**src/rtl/writeback_stage.sv**
```systemverilog
// -----------------------------------------------------------------------------
// writeback_stage
//   MEM/WB pipeline register and writeback logic for the RV32I 5-stage pipe.
//   Captures the MEM-stage results, aligns and extends load data, selects the
//   register-file write value and counts retired instructions.
//
// Ports
//   clk, rst          rising-edge clock, synchronous active-high reset
//   stall, flush      hold the WB register / load a bubble (flush wins)
//   mem_*             MEM-stage slot: valid, reg_write, rd, result_src,
//                     funct3, alu_result, read_data, pc_plus4
//   rf_we/rf_a3/rf_wd3  register-file write port (WE3/A3/WD3)
//   fwd_valid/fwd_rd/fwd_data  same-cycle bypass towards decode
//   misalign_err      current WB load is misaligned (its write is suppressed)
//   instret           retired-instruction counter, wraps to 0
// -----------------------------------------------------------------------------
module writeback_stage #(
  parameter int XLEN  = 32,
  parameter int CNT_W = 32
) (
  input  logic             clk,
  input  logic             rst,
  input  logic             stall,
  input  logic             flush,
  input  logic             mem_valid,
  input  logic             mem_reg_write,
  input  logic [4:0]       mem_rd,
  input  logic [1:0]       mem_result_src,
  input  logic [2:0]       mem_funct3,
  input  logic [XLEN-1:0]  mem_alu_result,
  input  logic [XLEN-1:0]  mem_read_data,
  input  logic [XLEN-1:0]  mem_pc_plus4,
  output logic             rf_we,
  output logic [4:0]       rf_a3,
  output logic [XLEN-1:0]  rf_wd3,
  output logic             fwd_valid,
  output logic [4:0]       fwd_rd,
  output logic [XLEN-1:0]  fwd_data,
  output logic             misalign_err,
  output logic [CNT_W-1:0] instret
);

  localparam logic [1:0] SRC_LOAD = 2'b01;
  localparam logic [1:0] SRC_PC4  = 2'b10;

  localparam logic [2:0] F3_LB  = 3'b000;
  localparam logic [2:0] F3_LH  = 3'b001;
  localparam logic [2:0] F3_LW  = 3'b010;
  localparam logic [2:0] F3_LBU = 3'b100;
  localparam logic [2:0] F3_LHU = 3'b101;

  // WB pipeline register
  logic             wb_valid;
  logic             wb_reg_write;
  logic [4:0]       wb_rd;
  logic [1:0]       wb_result_src;
  logic [2:0]       wb_funct3;
  logic [XLEN-1:0]  wb_alu_result;
  logic [XLEN-1:0]  wb_read_data;
  logic [XLEN-1:0]  wb_pc_plus4;
  logic [CNT_W-1:0] instret_q;

  // An instruction retires on the edge where it leaves WB; a stalled one
  // stays put, so it is counted exactly once when the stall releases.
  logic retire;
  assign retire = wb_valid & ~stall;

  // NOTE: sequential state uses non-blocking assignments so every register
  // samples the pre-edge values, independent of statement order.
  always_ff @(posedge clk) begin
    if (rst) begin
      wb_valid      <= 1'b0;
      wb_reg_write  <= 1'b0;
      wb_rd         <= '0;
      wb_result_src <= '0;
      wb_funct3     <= '0;
      wb_alu_result <= '0;
      wb_read_data  <= '0;
      wb_pc_plus4   <= '0;
      instret_q     <= '0;
    end else begin
      if (retire) instret_q <= instret_q + {{(CNT_W-1){1'b0}}, 1'b1};
      if (flush) begin
        // Only the valid bit matters for a bubble; payload is left as-is.
        wb_valid <= 1'b0;
      end else if (!stall) begin
        wb_valid      <= mem_valid;
        wb_reg_write  <= mem_reg_write;
        wb_rd         <= mem_rd;
        wb_result_src <= mem_result_src;
        wb_funct3     <= mem_funct3;
        wb_alu_result <= mem_alu_result;
        wb_read_data  <= mem_read_data;
        wb_pc_plus4   <= mem_pc_plus4;
      end
    end
  end

  // Load alignment: memory returns the whole aligned word, the low address
  // bits pick the byte / halfword lane.
  logic [1:0]      off;
  logic [7:0]      byte_sel;
  logic [15:0]     half_sel;
  logic [XLEN-1:0] load_data;

  assign off      = wb_alu_result[1:0];
  assign byte_sel = wb_read_data[{off, 3'b000} +: 8];
  assign half_sel = wb_read_data[{off[1], 4'b0000} +: 16];

  // NOTE: every always_comb output gets a default first so no path can
  // leave it unassigned and infer a latch.
  always_comb begin
    load_data = wb_read_data;
    case (wb_funct3)
      F3_LB:   load_data = {{(XLEN-8){byte_sel[7]}}, byte_sel};
      F3_LBU:  load_data = {{(XLEN-8){1'b0}}, byte_sel};
      F3_LH:   load_data = {{(XLEN-16){half_sel[15]}}, half_sel};
      F3_LHU:  load_data = {{(XLEN-16){1'b0}}, half_sel};
      default: load_data = wb_read_data;
    endcase
  end

  logic is_load;
  logic half_mis;
  logic word_mis;

  assign is_load  = (wb_result_src == SRC_LOAD);
  assign half_mis = ((wb_funct3 == F3_LH) || (wb_funct3 == F3_LHU)) && off[0];
  assign word_mis = (wb_funct3 == F3_LW) && (off != 2'b00);

  assign misalign_err = wb_valid & is_load & (half_mis | word_mis);

  // Result select; the reserved encoding 11 falls back to the ALU result.
  always_comb begin
    rf_wd3 = wb_alu_result;
    case (wb_result_src)
      SRC_LOAD: rf_wd3 = load_data;
      SRC_PC4:  rf_wd3 = wb_pc_plus4;
      default:  rf_wd3 = wb_alu_result;
    endcase
  end

  // x0 is hard-wired to zero, so a write to it is never issued.
  assign rf_we = wb_valid & wb_reg_write & (wb_rd != 5'd0) & ~misalign_err;
  assign rf_a3 = wb_rd;

  // The register file writes on the edge but reads asynchronously, so decode
  // needs this copy of the pending write during the same cycle.
  assign fwd_valid = rf_we;
  assign fwd_rd    = wb_rd;
  assign fwd_data  = rf_wd3;

  assign instret = instret_q;

endmodule
```
**config.mk**
```make
export PLATFORM = sky130hd
export DESIGN_NAME = writeback_stage
export DESIGN_NICKNAME = d
export VERILOG_FILES = /design/src/rtl/writeback_stage.sv
export SDC_FILE = /design/constraint.sdc
export NUM_CORES = 1
export LEC_CHECK = 0
export CORE_UTILIZATION = 47
export CTS_CLUSTER_DIAMETER = 100
export DETAILED_ROUTE_END_ITERATION = 12
export PLACE_DENSITY = 0.91
export SLEW_MARGIN = 20
export SYNTH_ARGS = -nofsm -noshare
export SYNTH_HDL_FRONTEND = slang
export SYNTH_SLANG_ARGS = --single-unit
```
**constraint.sdc**
```tcl
create_clock -name clk -period 2.3 [get_ports clk]
set_input_delay 0.23 -clock clk [delete_from_list [all_inputs] [get_ports clk]]
set_output_delay 0.23 -clock clk [all_outputs]
set_load 0.05 [all_outputs]
```
==> qor.csv <==
metric,value,unit
result_of_the_run,"complete, but fails checks",
violations_in_the_final_reports,setup timing,
cp-end-kind,output port,
seq_area_frac_synth,0.4030,
fmax,0.4078,GHz
postSynthAreaPerCell,7.422,um2
floorplan.die_area,0.01529,mm2
synth.mux.area_fraction,0.02483,
worst_setup_path_start_kind,flop,
maxSlewViolCount,0,
routed_via_density,6.065,
clock-sinks,140,
dp_worst_setup_slack,0.2466,ns
die_height,123.6,um
synth-adder-area-share,0.005398,
clock_tree.htree_level_count,4,
yosysWarnings,0,
final.setup_skew,0.005954,ns
route.antenna.remaining_nets,0,
routabilityCongestion,0.9364,
synth_top_family_by_area,simple AND/OR/NAND/NOR gates,
remaining_drc_errors,0,
synthDominantAreaCellType,dfxtp_1,
grt_antenna_before_repair,0,
insertedDiodeCount,0,
fp-row-count,44,
tightestPinTransition,0.6704,ns
cts_hold_repair_buffers,0,
yosys.cell_count.top_type,nand2_1,
regToRegEndpoint,instret[19]$_SDFFE_PP0P_,
drt-pass1-iter-count,8,
via_count,7975,
postSynth.asyncResetShare,0,
dr.first_iter.drc_count,1117,
r2r_setup_slack,0.38,ns
grt_pass1_wl,37.15,mm
hp-class,in2reg,
post_synth_xor_area_fraction,0.01008,
hold_vio_cnt_final,0,
timing.final.crit_share,1.066,
setup_repair_after_global_routing_missed_its_margin,true,
design.portCount,221,
timing.critical_path.to,fwd_data[20],
yosys.area_share.simple,0.2380,
drive_above_1_share,0.1954,
dp.final_hpwl,15.90,mm
rr_startpoint,instret[2]$_SDFFE_PP0P_,
worstSetupStartpoint,wb_funct3[0]$_SDFFE_PP0P_,
detail_route.wirelength,25.86,mm
clk_pin_slew_worst_paths,0.06,ns
buffer_ports.inserted,220,
synth-edff-count,0,
crit_type,reg2out,
groute.usage.overall,0.3192,
detail_route.wl_per_cell,19.67,um
dieWidth,123.6,um
headroom_to_the_max_slew_limit,0.5531,
via_count_of_the_first_global_routing_pass,7162,
grt_max_degree,108,
tritoncts,yes,
design.core.area,0.01448,mm2
synth.top_cell.area_share,0.4030,
final_nets,1233,
setup_violations,52,
timing.critical_path.fanout_max,14,
clock_path_buffers,2,
powerDensity,684.1,mW/mm2
ys_top_cells_by_area,"dfxtp_1 40%, a21oi_1 14%, nand2_1 13%",
synth.net_count,1052,
synth-seq-cells,140,
root_buffer,clkbuf_16,
clock_latency_at_the_later_pin_of_the_worst_skew_pair,0.43,ns
start_util,0.4803,
worst-endpoint-arrival,2.22,ns
postLayoutSetupSlackWorst,-0.1525,ns
synth_area,0.006954,mm2
fin_hold_ws,0.3198,ns
layout_min_cycle_time,2.452,ns
cts_bufs_inserted,17,
ys_types,43,
synth.top_cells.by_count,"246 x nand2_1, 190 x a21oi_1, 140 x dfxtp_1",
ir_drop,0.4231,mV
number_of_cells_on_the_worst_reg_to_reg_path,4,
synth_cells,937,
area.growth.synth_to_final,56.08,%
gr-total-overflow,0,
yosys_most_used_dff,dfxtp_1,
worstPathRequired,2.07,ns
power.leakage,0.003840,uW
maxCapViolCount,0,
synth_compound_gate_area_share,0.2215,
n_fill_cell,917,
[through the flow]
step             util  power, uW  TNS (ns)  instances  instance area, um2
4_1_cts        0.7361       7320    -1.468       1302               10660
5_1_grt        0.7497       7650    -8.678       1315               10850
2_1_floorplan       -       3670   -0.6183        937                7207
3_3_place_gp   0.6782       4436         0       1256                9819
3_5_place_dp   0.6782       4459         0       1256                9819
6_report       0.7497       7425    -4.723       1315               10850
[how the worst min path moves through the flow]
stage / slack (ns) / end / start / cells past startpoint
after global routing: 0.33 / instret[0]$_SDFFE_PP0P_ / rst / 2
after CTS: 0.31 / instret[1]$_SDFFE_PP0P_ / rst / 2
after floorplan: 0.31 / wb_valid$_SDFFE_PP0N_ / flush / 1
final: 0.32 / instret[6]$_SDFFE_PP0P_ / rst / 2
after global placement: 0.44 / wb_pc_plus4[7]$_SDFFE_PP0P_ / wb_pc_plus4[7]$_SDFFE_PP0P_ / 2
after detailed placement: 0.45 / wb_alu_result[24]$_SDFFE_PP0P_ / wb_alu_result[24]$_SDFFE_PP0P_ / 2
[layout make-up]
class                   instances  area, um2  share of cell area
flip-flops and latches        140       2819              0.2597
multi-input cells             662       3845              0.3542
clock inverters                15      176.4             0.01625
well taps                     184      230.2             0.02121
inverters                      20      78.83            0.007262
repair inverters                1      5.005           0.0004611
repair buffers                276       3274              0.3017
clock buffers                  17      425.4             0.03919
[repair_timing]
action	CTS	global route
pin swaps	7	16
setup buffers	14	13
cloned	0	1
hold endpoints to repair	0	0
resized for setup	28	26
endpoints found under the setup margin	64	64
[cell families after synthesis]
logic type,after synthesis
simple gates,362
xor+xnor,8
buf+inv,135
compound gates,273
fa+ha+maj,3
flops,140
mux,16
[flip-flops by register name (all words and copies together), names as in the netlist]
| name | flops |
|---|---|
| fwd_rd | 5 |
| wb_result_src | 2 |
| wb_funct3 | 3 |
| wb_pc_plus4 | 32 |
| wb_reg_write | 1 |
| wb_read_data | 32 |
| wb_valid | 1 |
| instret | 32 |
| wb_alu_result | 32 |
[cell usage in the layout, fill, tap and decap left out, drive strengths merged, types with 12 or more instances in the layout]
cell,count
a21oi,190
or4,16
inv,29
mux2i,15
buf,122
clkbuf,19
nand2,246
nor2,18
nand4,12
dfxtp,140
o21ai,23
nor2b,30
o211ai,25
o31ai,15
clkdlybuf4s50,152
[power by group]
part           leakage (uW)  switching, uW  total, uW  internal, uW
Clock              0.000291           1200       2840          1640
Sequential          0.00114           81.5       2590          2510
Combinational       0.00241           1110       2000           889
[worst max-delay path, stage by stage (launching register included)]
cell      delay, ns
dfxtp_1        0.31
buf_4          0.19
nor2_1         0.17
mux2i_1        0.27
buf_4          0.23
o211ai_1       0.15
a21oi_2        0.29
buf_12         0.18
[routing by layer]
layer / routed length (um) / track usage
met5: 0 / 0
met4: 1384 / 0.1657
met2: 12470 / 0.5476
met1: 8905 / 0.3481
met3: 3099 / 0.1076
No activity file was read; power rests on OpenSTA's default activity.
